===== src/rtl/axis_rate_monitor_if.sv =====
// AXI-Stream handshake bundle observed by axis_rate_monitor.
// The monitor modport is receive-only so the monitor can never drive the stream.
interface axis_rate_monitor_if #(
    parameter int KEEP_WIDTH = 8
) ();
    logic                  tvalid;
    logic                  tready;
    logic [KEEP_WIDTH-1:0] tkeep;
    logic                  tlast;

    modport master (
        output tvalid,
        output tkeep,
        output tlast,
        input  tready
    );

    modport slave (
        input  tvalid,
        input  tkeep,
        input  tlast,
        output tready
    );

    modport monitor (
        input tvalid,
        input tready,
        input tkeep,
        input tlast
    );
endinterface


===== src/rtl/axis_rate_monitor.sv =====
// axis_rate_monitor: passive AXI-Stream throughput monitor.
// Counts bytes/beats/packets/active cycles at the handshake and produces a
// per-window byte count with peak tracking. All counters saturate.
// Optional macro RATE_MON_KEEP_CHECK_EN adds a sticky non-contiguous tkeep flag;
// without it keep_err is tied low.
module axis_rate_monitor #(
    parameter int DATA_WIDTH    = 64,
    parameter int KEEP_WIDTH    = DATA_WIDTH / 8,
    parameter int CNT_WIDTH     = 64,
    parameter int WIN_WIDTH     = 32,
    parameter int WINDOW_CYCLES = 156250000
) (
    input  logic                        s_aclk,
    input  logic                        s_areset,
    input  logic                        enable,
    input  logic                        clear,
    axis_rate_monitor_if.monitor        mon,
    output logic                        running,
    output logic [CNT_WIDTH-1:0]        total_bytes,
    output logic [CNT_WIDTH-1:0]        total_beats,
    output logic [CNT_WIDTH-1:0]        total_pkts,
    output logic [CNT_WIDTH-1:0]        active_cycles,
    output logic [WIN_WIDTH-1:0]        win_bytes,
    output logic                        win_valid,
    output logic [WIN_WIDTH-1:0]        peak_win_bytes,
    output logic                        overflow,
    output logic                        keep_err
);

    localparam int BB_W = $clog2(KEEP_WIDTH + 1);

    // Slots of the shared saturating counter bank.
    localparam int NCNT       = 4;
    localparam int CNT_BYTES  = 0;
    localparam int CNT_BEATS  = 1;
    localparam int CNT_PKTS   = 2;
    localparam int CNT_ACTIVE = 3;

    typedef enum logic [1:0] {
        IDLE   = 2'd0,
        RUN    = 2'd1,
        PAUSED = 2'd2
    } state_t;

    state_t state_reg;
    state_t state_next;

    logic            beat;
    logic [BB_W-1:0] beat_bytes;
    logic            count_cycle;
    logic            count_beat;

    logic [NCNT-1:0][CNT_WIDTH-1:0] cnt_reg;
    logic [NCNT-1:0][CNT_WIDTH-1:0] cnt_next;
    logic [NCNT-1:0][CNT_WIDTH-1:0] cnt_inc;
    logic [NCNT-1:0]                cnt_en;
    logic [NCNT-1:0]                cnt_sat;

    logic [WIN_WIDTH-1:0] win_cnt_reg;
    logic [WIN_WIDTH-1:0] acc_reg;
    logic [WIN_WIDTH:0]   acc_sum;
    logic [WIN_WIDTH-1:0] acc_total;
    logic                 acc_sat;
    logic                 win_term;

    logic [WIN_WIDTH-1:0] win_bytes_reg;
    logic [WIN_WIDTH-1:0] peak_reg;
    logic                 win_valid_reg;
    logic                 overflow_reg;

    assign beat = mon.tvalid & mon.tready;

    // Number of bytes carried by this cycle's beat (popcount of tkeep).
    always_comb begin
        beat_bytes = '0;
        for (int i = 0; i < KEEP_WIDTH; i++) begin
            beat_bytes = beat_bytes + BB_W'(mon.tkeep[i]);
        end
    end

    // FSM register.
    always_ff @(posedge s_aclk or posedge s_areset) begin
        if (s_areset) begin
            state_reg <= IDLE;
        end else begin
            state_reg <= state_next;
        end
    end

    // FSM next state and the per-cycle "this cycle counts" decision.
    always_comb begin
        state_next  = state_reg;
        count_cycle = 1'b0;
        unique case (state_reg)
            IDLE: begin
                // Measurement starts on the first accepted beat, which counts.
                if (enable && beat) begin
                    state_next  = RUN;
                    count_cycle = 1'b1;
                end
            end
            RUN: begin
                // The cycle in which enable drops is not counted.
                if (enable) begin
                    count_cycle = 1'b1;
                end else begin
                    state_next = PAUSED;
                end
            end
            PAUSED: begin
                // Resuming cycle is already counted.
                if (enable) begin
                    state_next  = RUN;
                    count_cycle = 1'b1;
                end
            end
            default: begin
                state_next = IDLE;
            end
        endcase
        if (clear) begin
            state_next  = IDLE;
            count_cycle = 1'b0;
        end
    end

    assign count_beat = count_cycle & beat;

    // Increment amount and enable per counter slot.
    assign cnt_inc[CNT_BYTES]  = CNT_WIDTH'(beat_bytes);
    assign cnt_inc[CNT_BEATS]  = CNT_WIDTH'(1);
    assign cnt_inc[CNT_PKTS]   = CNT_WIDTH'(1);
    assign cnt_inc[CNT_ACTIVE] = CNT_WIDTH'(1);
    assign cnt_en[CNT_BYTES]   = count_beat;
    assign cnt_en[CNT_BEATS]   = count_beat;
    assign cnt_en[CNT_PKTS]    = count_beat & mon.tlast;
    assign cnt_en[CNT_ACTIVE]  = count_cycle;

    // Saturating adders: a carry out clamps the counter to all-ones and flags it.
    genvar gi;
    generate
        for (gi = 0; gi < NCNT; gi++) begin : g_cnt
            logic [CNT_WIDTH:0] sum;
            assign sum          = {1'b0, cnt_reg[gi]} + {1'b0, cnt_inc[gi]};
            assign cnt_sat[gi]  = cnt_en[gi] & sum[CNT_WIDTH];
            assign cnt_next[gi] = !cnt_en[gi]      ? cnt_reg[gi] :
                                  sum[CNT_WIDTH]   ? {CNT_WIDTH{1'b1}} :
                                                     sum[CNT_WIDTH-1:0];
        end
    endgenerate

    // Window accumulator including this cycle's counted beat, saturating.
    assign acc_sum   = {1'b0, acc_reg} + (WIN_WIDTH + 1)'(count_beat ? beat_bytes : '0);
    assign acc_sat   = count_beat & acc_sum[WIN_WIDTH];
    assign acc_total = acc_sum[WIN_WIDTH] ? {WIN_WIDTH{1'b1}} : acc_sum[WIN_WIDTH-1:0];

    // Terminal cycle: the counted cycle that brings the window count to WINDOW_CYCLES.
    assign win_term = count_cycle && (win_cnt_reg == WIN_WIDTH'(WINDOW_CYCLES - 1));

    // Totals, active cycle count and sticky overflow.
    always_ff @(posedge s_aclk or posedge s_areset) begin
        if (s_areset) begin
            cnt_reg      <= '0;
            overflow_reg <= 1'b0;
        end else if (clear) begin
            cnt_reg      <= '0;
            overflow_reg <= 1'b0;
        end else begin
            cnt_reg <= cnt_next;
            if ((|cnt_sat) || acc_sat) begin
                overflow_reg <= 1'b1;
            end
        end
    end

    // Window counter and accumulator; both restart after the terminal cycle.
    always_ff @(posedge s_aclk or posedge s_areset) begin
        if (s_areset) begin
            win_cnt_reg <= '0;
            acc_reg     <= '0;
        end else if (clear) begin
            win_cnt_reg <= '0;
            acc_reg     <= '0;
        end else if (win_term) begin
            win_cnt_reg <= '0;
            acc_reg     <= '0;
        end else if (count_cycle) begin
            win_cnt_reg <= win_cnt_reg + WIN_WIDTH'(1);
            acc_reg     <= acc_total;
        end
    end

    // Completed-window result, one-cycle valid pulse and peak tracking.
    always_ff @(posedge s_aclk or posedge s_areset) begin
        if (s_areset) begin
            win_bytes_reg <= '0;
            peak_reg      <= '0;
            win_valid_reg <= 1'b0;
        end else if (clear) begin
            win_bytes_reg <= '0;
            peak_reg      <= '0;
            win_valid_reg <= 1'b0;
        end else begin
            win_valid_reg <= win_term;
            if (win_term) begin
                win_bytes_reg <= acc_total;
                if (acc_total > peak_reg) begin
                    peak_reg <= acc_total;
                end
            end
        end
    end

`ifdef RATE_MON_KEEP_CHECK_EN
    // Legal keep is 2^n-1 with n >= 1: bit 0 set and no hole above the low run.
    logic keep_ok;
    logic keep_err_reg;
    assign keep_ok = mon.tkeep[0] &&
                     ((mon.tkeep & (mon.tkeep + KEEP_WIDTH'(1))) == '0);

    // Sticky flag for counted beats carrying an illegal keep pattern.
    always_ff @(posedge s_aclk or posedge s_areset) begin
        if (s_areset) begin
            keep_err_reg <= 1'b0;
        end else if (clear) begin
            keep_err_reg <= 1'b0;
        end else if (count_beat && !keep_ok) begin
            keep_err_reg <= 1'b1;
        end
    end
    assign keep_err = keep_err_reg;
`else
    assign keep_err = 1'b0;
`endif

    assign running        = (state_reg == RUN);
    assign total_bytes    = cnt_reg[CNT_BYTES];
    assign total_beats    = cnt_reg[CNT_BEATS];
    assign total_pkts     = cnt_reg[CNT_PKTS];
    assign active_cycles  = cnt_reg[CNT_ACTIVE];
    assign win_bytes      = win_bytes_reg;
    assign win_valid      = win_valid_reg;
    assign peak_win_bytes = peak_reg;
    assign overflow       = overflow_reg;

endmodule


===== src/flat_wrapper.sv =====
// flat-port wrapper written by rule: the top's interface ports become plain ports
module axis_rate_monitor_flat 
#(
    parameter int DATA_WIDTH    = 64,
    parameter int KEEP_WIDTH    = DATA_WIDTH / 8,
    parameter int CNT_WIDTH     = 64,
    parameter int WIN_WIDTH     = 32,
    parameter int WINDOW_CYCLES = 156250000
)
  (s_aclk, s_areset, enable, clear, running, total_bytes, total_beats, total_pkts, active_cycles, win_bytes, win_valid, peak_win_bytes, overflow, keep_err, mon_tvalid, mon_tready, mon_tkeep, mon_tlast);
  axis_rate_monitor_if #(.KEEP_WIDTH(KEEP_WIDTH)) mon_i ();
  input  logic s_aclk;
  input  logic s_areset;
  input  logic enable;
  input  logic clear;
  output logic running;
  output logic [CNT_WIDTH-1:0] total_bytes;
  output logic [CNT_WIDTH-1:0] total_beats;
  output logic [CNT_WIDTH-1:0] total_pkts;
  output logic [CNT_WIDTH-1:0] active_cycles;
  output logic [WIN_WIDTH-1:0] win_bytes;
  output logic win_valid;
  output logic [WIN_WIDTH-1:0] peak_win_bytes;
  output logic overflow;
  output logic keep_err;
  input wire logic [$bits(mon_i.tvalid)-1:0] mon_tvalid;
  input wire logic [$bits(mon_i.tready)-1:0] mon_tready;
  input wire logic [$bits(mon_i.tkeep)-1:0] mon_tkeep;
  input wire logic [$bits(mon_i.tlast)-1:0] mon_tlast;
  assign mon_i.tvalid = mon_tvalid;
  assign mon_i.tready = mon_tready;
  assign mon_i.tkeep = mon_tkeep;
  assign mon_i.tlast = mon_tlast;
  axis_rate_monitor #(.DATA_WIDTH(DATA_WIDTH), .KEEP_WIDTH(KEEP_WIDTH), .CNT_WIDTH(CNT_WIDTH), .WIN_WIDTH(WIN_WIDTH), .WINDOW_CYCLES(WINDOW_CYCLES)) u_core (.s_aclk(s_aclk), .s_areset(s_areset), .enable(enable), .clear(clear), .mon(mon_i), .running(running), .total_bytes(total_bytes), .total_beats(total_beats), .total_pkts(total_pkts), .active_cycles(active_cycles), .win_bytes(win_bytes), .win_valid(win_valid), .peak_win_bytes(peak_win_bytes), .overflow(overflow), .keep_err(keep_err));
endmodule

===== config.mk =====
export PLATFORM = sky130hd
export DESIGN_NAME = axis_rate_monitor_flat
export DESIGN_NICKNAME = d
export VERILOG_FILES = /design/src/rtl/axis_rate_monitor_if.sv /design/src/rtl/axis_rate_monitor.sv /design/src/flat_wrapper.sv
export SDC_FILE = /design/constraint.sdc
export NUM_CORES = 1
export LEC_CHECK = 0
export ABC_AREA = 1
export CORE_UTILIZATION = 40
export DETAILED_ROUTE_END_ITERATION = 7
export SLEW_MARGIN = 20
export SYNTH_ARGS = -nofsm -noshare
export SYNTH_HDL_FRONTEND = slang
export SYNTH_SLANG_ARGS = --single-unit

===== constraint.sdc =====
create_clock -name s_aclk -period 15.9 [get_ports s_aclk]
set_input_delay 2.385 -clock s_aclk [delete_from_list [all_inputs] [get_ports s_aclk]]
set_output_delay 2.385 -clock s_aclk [all_outputs]
set_load 0.03 [all_outputs]

Word level (Yosys, flattened, before mapping):

Index checks and enable logic that the tools add are counted.

* word-level logic and storage cells: 88
* output and inout bits: 324
* bits of input ports: 15
* flip-flop bits (word level): 388

* reduce and logical (&&, ||, !) cells: 15
* bitwise logic cells: 8
* mux-type cells: 34
* add/sub/neg operators: 13
* equality and inequality tests: 6
* order comparisons: 1

Operators by type and width (count)
* $mux W64: 8
* $mux W32: 12
* $mux W256: 1
* $add A64 B1 Y65 const B: 3
* $add A64 B4 Y65: 1
* $add A32 B33 Y33: 1
* $add A32 B1 Y32 const B: 1
* $eq A32 B28 Y1 const B: 1
* $gt A32 B32 Y1: 1
* $add A4 B1 Y4: 6
* $reduce_bool A2 Y1: 6
* $and A1 B1 Y1: 8
* $mux W2: 4
* $mux W1: 6
* $ne A3 B3 Y1 const B: 2
* $pmux W2 S3: 1
* $mux W4: 1
* $reduce_or A4 Y1: 1
* $ne A3 B2 Y1 const B: 1
* $reduce_and A3 Y1: 1
* $reduce_bool A3 Y1: 1
* $add A1 B1 Y2: 1
* $eq A2 B1 Y1 const B: 1
* $eq A2 B2 Y1 const B: 1
* other kinds (6): 7

Logic depth before layout (Yosys ltp):

* word-level depth: 14
* gate-level depth with buffers: 33
* gate-level depth less buffers: 32

Least setup slack after synthesis:

No wires, ideal clock.

* kind: input port to flip-flop
* from: in mon_tkeep[0]
* to: reg u_core.peak_reg[0], in the netlist u_core.peak_win_bytes[0]
* arrival: 7321 ps
* stages: 28
* data required time: 15782 ps
* slack: 8461 ps
* library setup time: 118 ps
* path buffers: 1
* cell sequence: ha_1 > inv_1 > fa_1 > fa_1 > fa_1 > fa_1 > or2_2 > a21oi_1 > ha_1 > nand3_1 > nand3_2 > nand2_1 > nor2_2 > nand2_2 > clkinv_1 > nor2_1 > inv_1 > ha_1 > nand2_1 > nor3_1 > nand2_1 > nand2_1 > nand2_1 > nand2_2 > nand2_4 > buf_6 > nand3_2 > nand2_1

* word-level cells in the longest chain between the ends: 13
* elaborated cells between the ends (all ways): 16
* classes of those cells: add/sub: 8; order compare: 1; mux: 5; reduce/logical: 2

Ends and longest elaborated chain
* start, declared: RTL line flat_wrapper.sv:28 `input wire logic [$bits(mon_i.tkeep)-1:0] mon_tkeep;`
* $add A1 B1 Y2 *: RTL line axis_rate_monitor.sv:77 `beat_bytes = beat_bytes + BB_W'(mon.tkeep[i]);`
* $add A4 B1 Y4 * (6 in series): RTL line axis_rate_monitor.sv:77
* $mux W4 *: RTL line axis_rate_monitor.sv:153 `assign acc_sum = {1'b0, acc_reg} + (WIN_WIDTH + 1)'(count_beat ? beat_bytes : '0);`
* $add A32 B33 Y33 *: RTL line axis_rate_monitor.sv:153
* $mux W32 *: RTL line axis_rate_monitor.sv:155 `assign acc_total = acc_sum[WIN_WIDTH] ? {WIN_WIDTH{1'b1}} : acc_sum[WIN_WIDTH-1:0];`
* $gt A32 B32 Y1 / $mux W32 (equally long branches): RTL line axis_rate_monitor.sv:207 `if (acc_total > peak_reg) begin`
* $reduce_bool A2 Y1 (no source line) / $mux W32 (equally long branches)
* $reduce_and A2 Y1 (no source line) / $mux W32 (equally long branches)
* end signal, assigned: RTL line axis_rate_monitor.sv:208 `peak_reg <= acc_total;`
* end, declared: RTL line axis_rate_monitor.sv:67 `logic [WIN_WIDTH-1:0] peak_reg;`

Every way passes the cells marked *; elsewhere a longest branch is shown, timed or not. The select of a mux whose other input is x is not followed.
A chain may end at the register's enable or synchronous reset.

Worst setup path in the final report:

* from: in mon_tkeep[1]
* to: reg u_core.peak_reg[29], in the netlist u_core.peak_win_bytes[29]

The elaborated chain is that of the path after synthesis.

==> run metrics <==
die area 69600 um^2; pwr dens 69.3 nW/um^2; commonest non-fill, non-tap cell in the layout nand2_1; # setup viols final 0; Die Y-Extent 264 um; core box area 67500 um^2; sequential area share after synthesis 35.4%; first-pass GRT wire length 158000 um; CTS resizes 0; final RePlAce weighted congestion 0.967; hold buffer count at CTS 0; worst clock skew 0.0288 ns; status complete, no violations; maximum VDD drop 0.0749 mV; initial antenna violation count 1; synthesized area 27400 um^2; sequential share of power 43.4%; most frequent cells in the layout nand2_1, nor2_1, inv_1; DRC 0; post-synth cell types 59; width of the die 264 um; clk slew on worst S/H paths 0.06 ns; final wirelength 103000 um; unrepaired setup endpoints after global routing no; GRT overflow 0; clk sinks 388; CP max stage cell fa_1; Max clock buf depth 3; Critical Path RT 16.44 ns; crit share post-route 55.3%; ys flop type dfrtp_1; crit-path max FO 32; Tot GR Track Use 28.9%; switching share of power 25.5%; Final Hold Vio Count 0; first-pass detailed-route iteration total 6; Tightest Pin Transition 1.09 ns; critical path type in2reg; CTS tree done; reported net switching power 0.585 mW; Starting Density 40.6%; Synth Net Count 4191; delay-heaviest family, CP simple AND/OR/NAND/NOR gates; largest area contributor in the netlist dfrtp_1; layout cell share with drive strength beyond 1 5.58%; Max-Cap Viols 0; Post-DP HPWL 76800 um; FMAX 0.114 GHz; antenna-violating nets left 0; portion of total power attributed to the clock network 51.0%; logic gate share of total power 5.6%; setup_tns 0 ns; Post-synth EDFFs 0; DR vias 28600; Worst Path Buf+Inv 5; IO Pins 339; Tmin final 8.79 ns; total power 2.29 mW; Synth Area per Inst 6.65 um^2; pin count of the biggest net entering global routing 92; clock buffers created by TritonCTS 48; crit end category flop; DR WL/cell 19.3 um; fin nets 4482; Yosys warnings 0; synthesis-to-finish area growth 20.5%; H-tree depth 2; Yosys reg bits 388; Data arrival, critical path 9.33 ns; Slew Viols, Final 0; slowest stage delay, CP 0.50 ns; Iter 0 DRT Violations 2676; Post-CTS Setup Bufs 0; Pint 1.70 mW; number of diodes 0; critical path launch point type primary input; vias in the first global route 26400; # rows 95; Via density 5.38; Post-Syn Instances 4119; clock root buffer clkbuf_16; Slew Limit Headroom 27.4%; Synth top area share 35.4%; Static Leak 14.3 nW; top post-synthesis cells by area dfrtp_1, nand2_1, nor2_1; Synth async-reset ratio 100%; Port Buf Inserts 337; Worst-Skew Late Latency 0.61 ns; Hold Path Class reg2reg
==> synthesized netlist by cell type (all sizes together) (4+ instances only) <==
master / number
dfrtp: 388
ha: 51
nor3: 84
inv: 471
buf: 83
o211ai: 36
nand3: 393
nor3b: 10
o22ai: 21
xnor2: 18
o21ai: 272
clkbuf: 28
o21bai: 6
nor2: 558
nor4: 4
or2: 13
fa: 6
nand2: 1356
a22o: 7
nand3b: 31
a21oi: 64
xor2: 79
and2: 9
nand4: 110
==> power by group through the flow <==
stage               registers (mW)  clock network, mW  logic [mW]
floorplan                     1.01                  0      0.0829
global placement              1.01                  0       0.129
detailed placement            1.01                  0       0.129
CTS                          0.993               1.19       0.130
global route                 0.993               1.23       0.142
finish                       0.993               1.17       0.128
==> worst min-delay path: stages (launching register included) <==
cell     delay [ns]
dfrtp_1        0.34
nand2_1        0.05
nand2_1        0.05
==> layout make-up <==
cell class / instances / area [um^2]
fill: 7023 / 34500
multi-input combinational: 3146 / 15300
sequential: 388 / 9710
timing repair buffer: 352 / 3490
inverter: 474 / 1790
clock buffer: 65 / 1340
tap: 873 / 1090
clock inverter: 23 / 303
==> layer usage <==
layer  wire, um  share of wire (%)  global-route usage (%)  up-vias
met4       3730                3.6                    10.1        2
met1      46000                 45                    40.3    13500
met5         11              0.011                       0        -
met3       6290                6.1                    3.29      184
li1           -                  -                       -    13900
met2      46800                 46                    46.4     1069
==> final timing paths <==
path	from	end	slack, ns	depth (start not counted)
max in group asynchronous	s_areset	u_core.win_cnt_reg[14]	10.76	5
min reg2reg	u_core.win_bytes[0]	u_core.win_bytes[0]	0.47	2
min in group asynchronous	s_areset	u_core.total_beats[49]	2.30	2
max reg2reg	u_core.state_reg[0]	u_core.peak_win_bytes[29]	10.10	26
min	u_core.win_bytes[0]	u_core.win_bytes[0]	0.47	2
max	mon_tkeep[1]	u_core.peak_win_bytes[29]	7.11	29
==> kinds of logic after synthesis <==
logic type                 share of synthesized area [%]
buffers and inverters                               8.81
and+or+nand+nor                                     41.3
xor gates and xnor gates                            3.10
DFF                                                 35.4
AOI/OAI and AO/OA                                   8.60
other                                             0.0137
adders and majority gates                           2.77
==> per-stage QoR <==
| stage | cell area, um^2 | worst slack (ns) | hold WS (ns) | std cells | util [%] |
|---|---|---|---|---|---|
| after CTS | 33000 | 6.92 | 0.473 | 5321 | 48.9 |
| after global routing | 33000 | 6.57 | 0.496 | 5321 | 48.9 |
| final | 33000 | 7.11 | 0.469 | 5321 | 48.9 |
| after detailed placement | 31400 | 6.28 | 0.458 | 5233 | 46.5 |
| after floorplan | 27400 | 2.73 | 0.459 | 4119 | - |
| after global placement | 31400 | 6.44 | 0.456 | 5233 | 46.5 |
No activity file was read; power rests on OpenSTA's default activity.
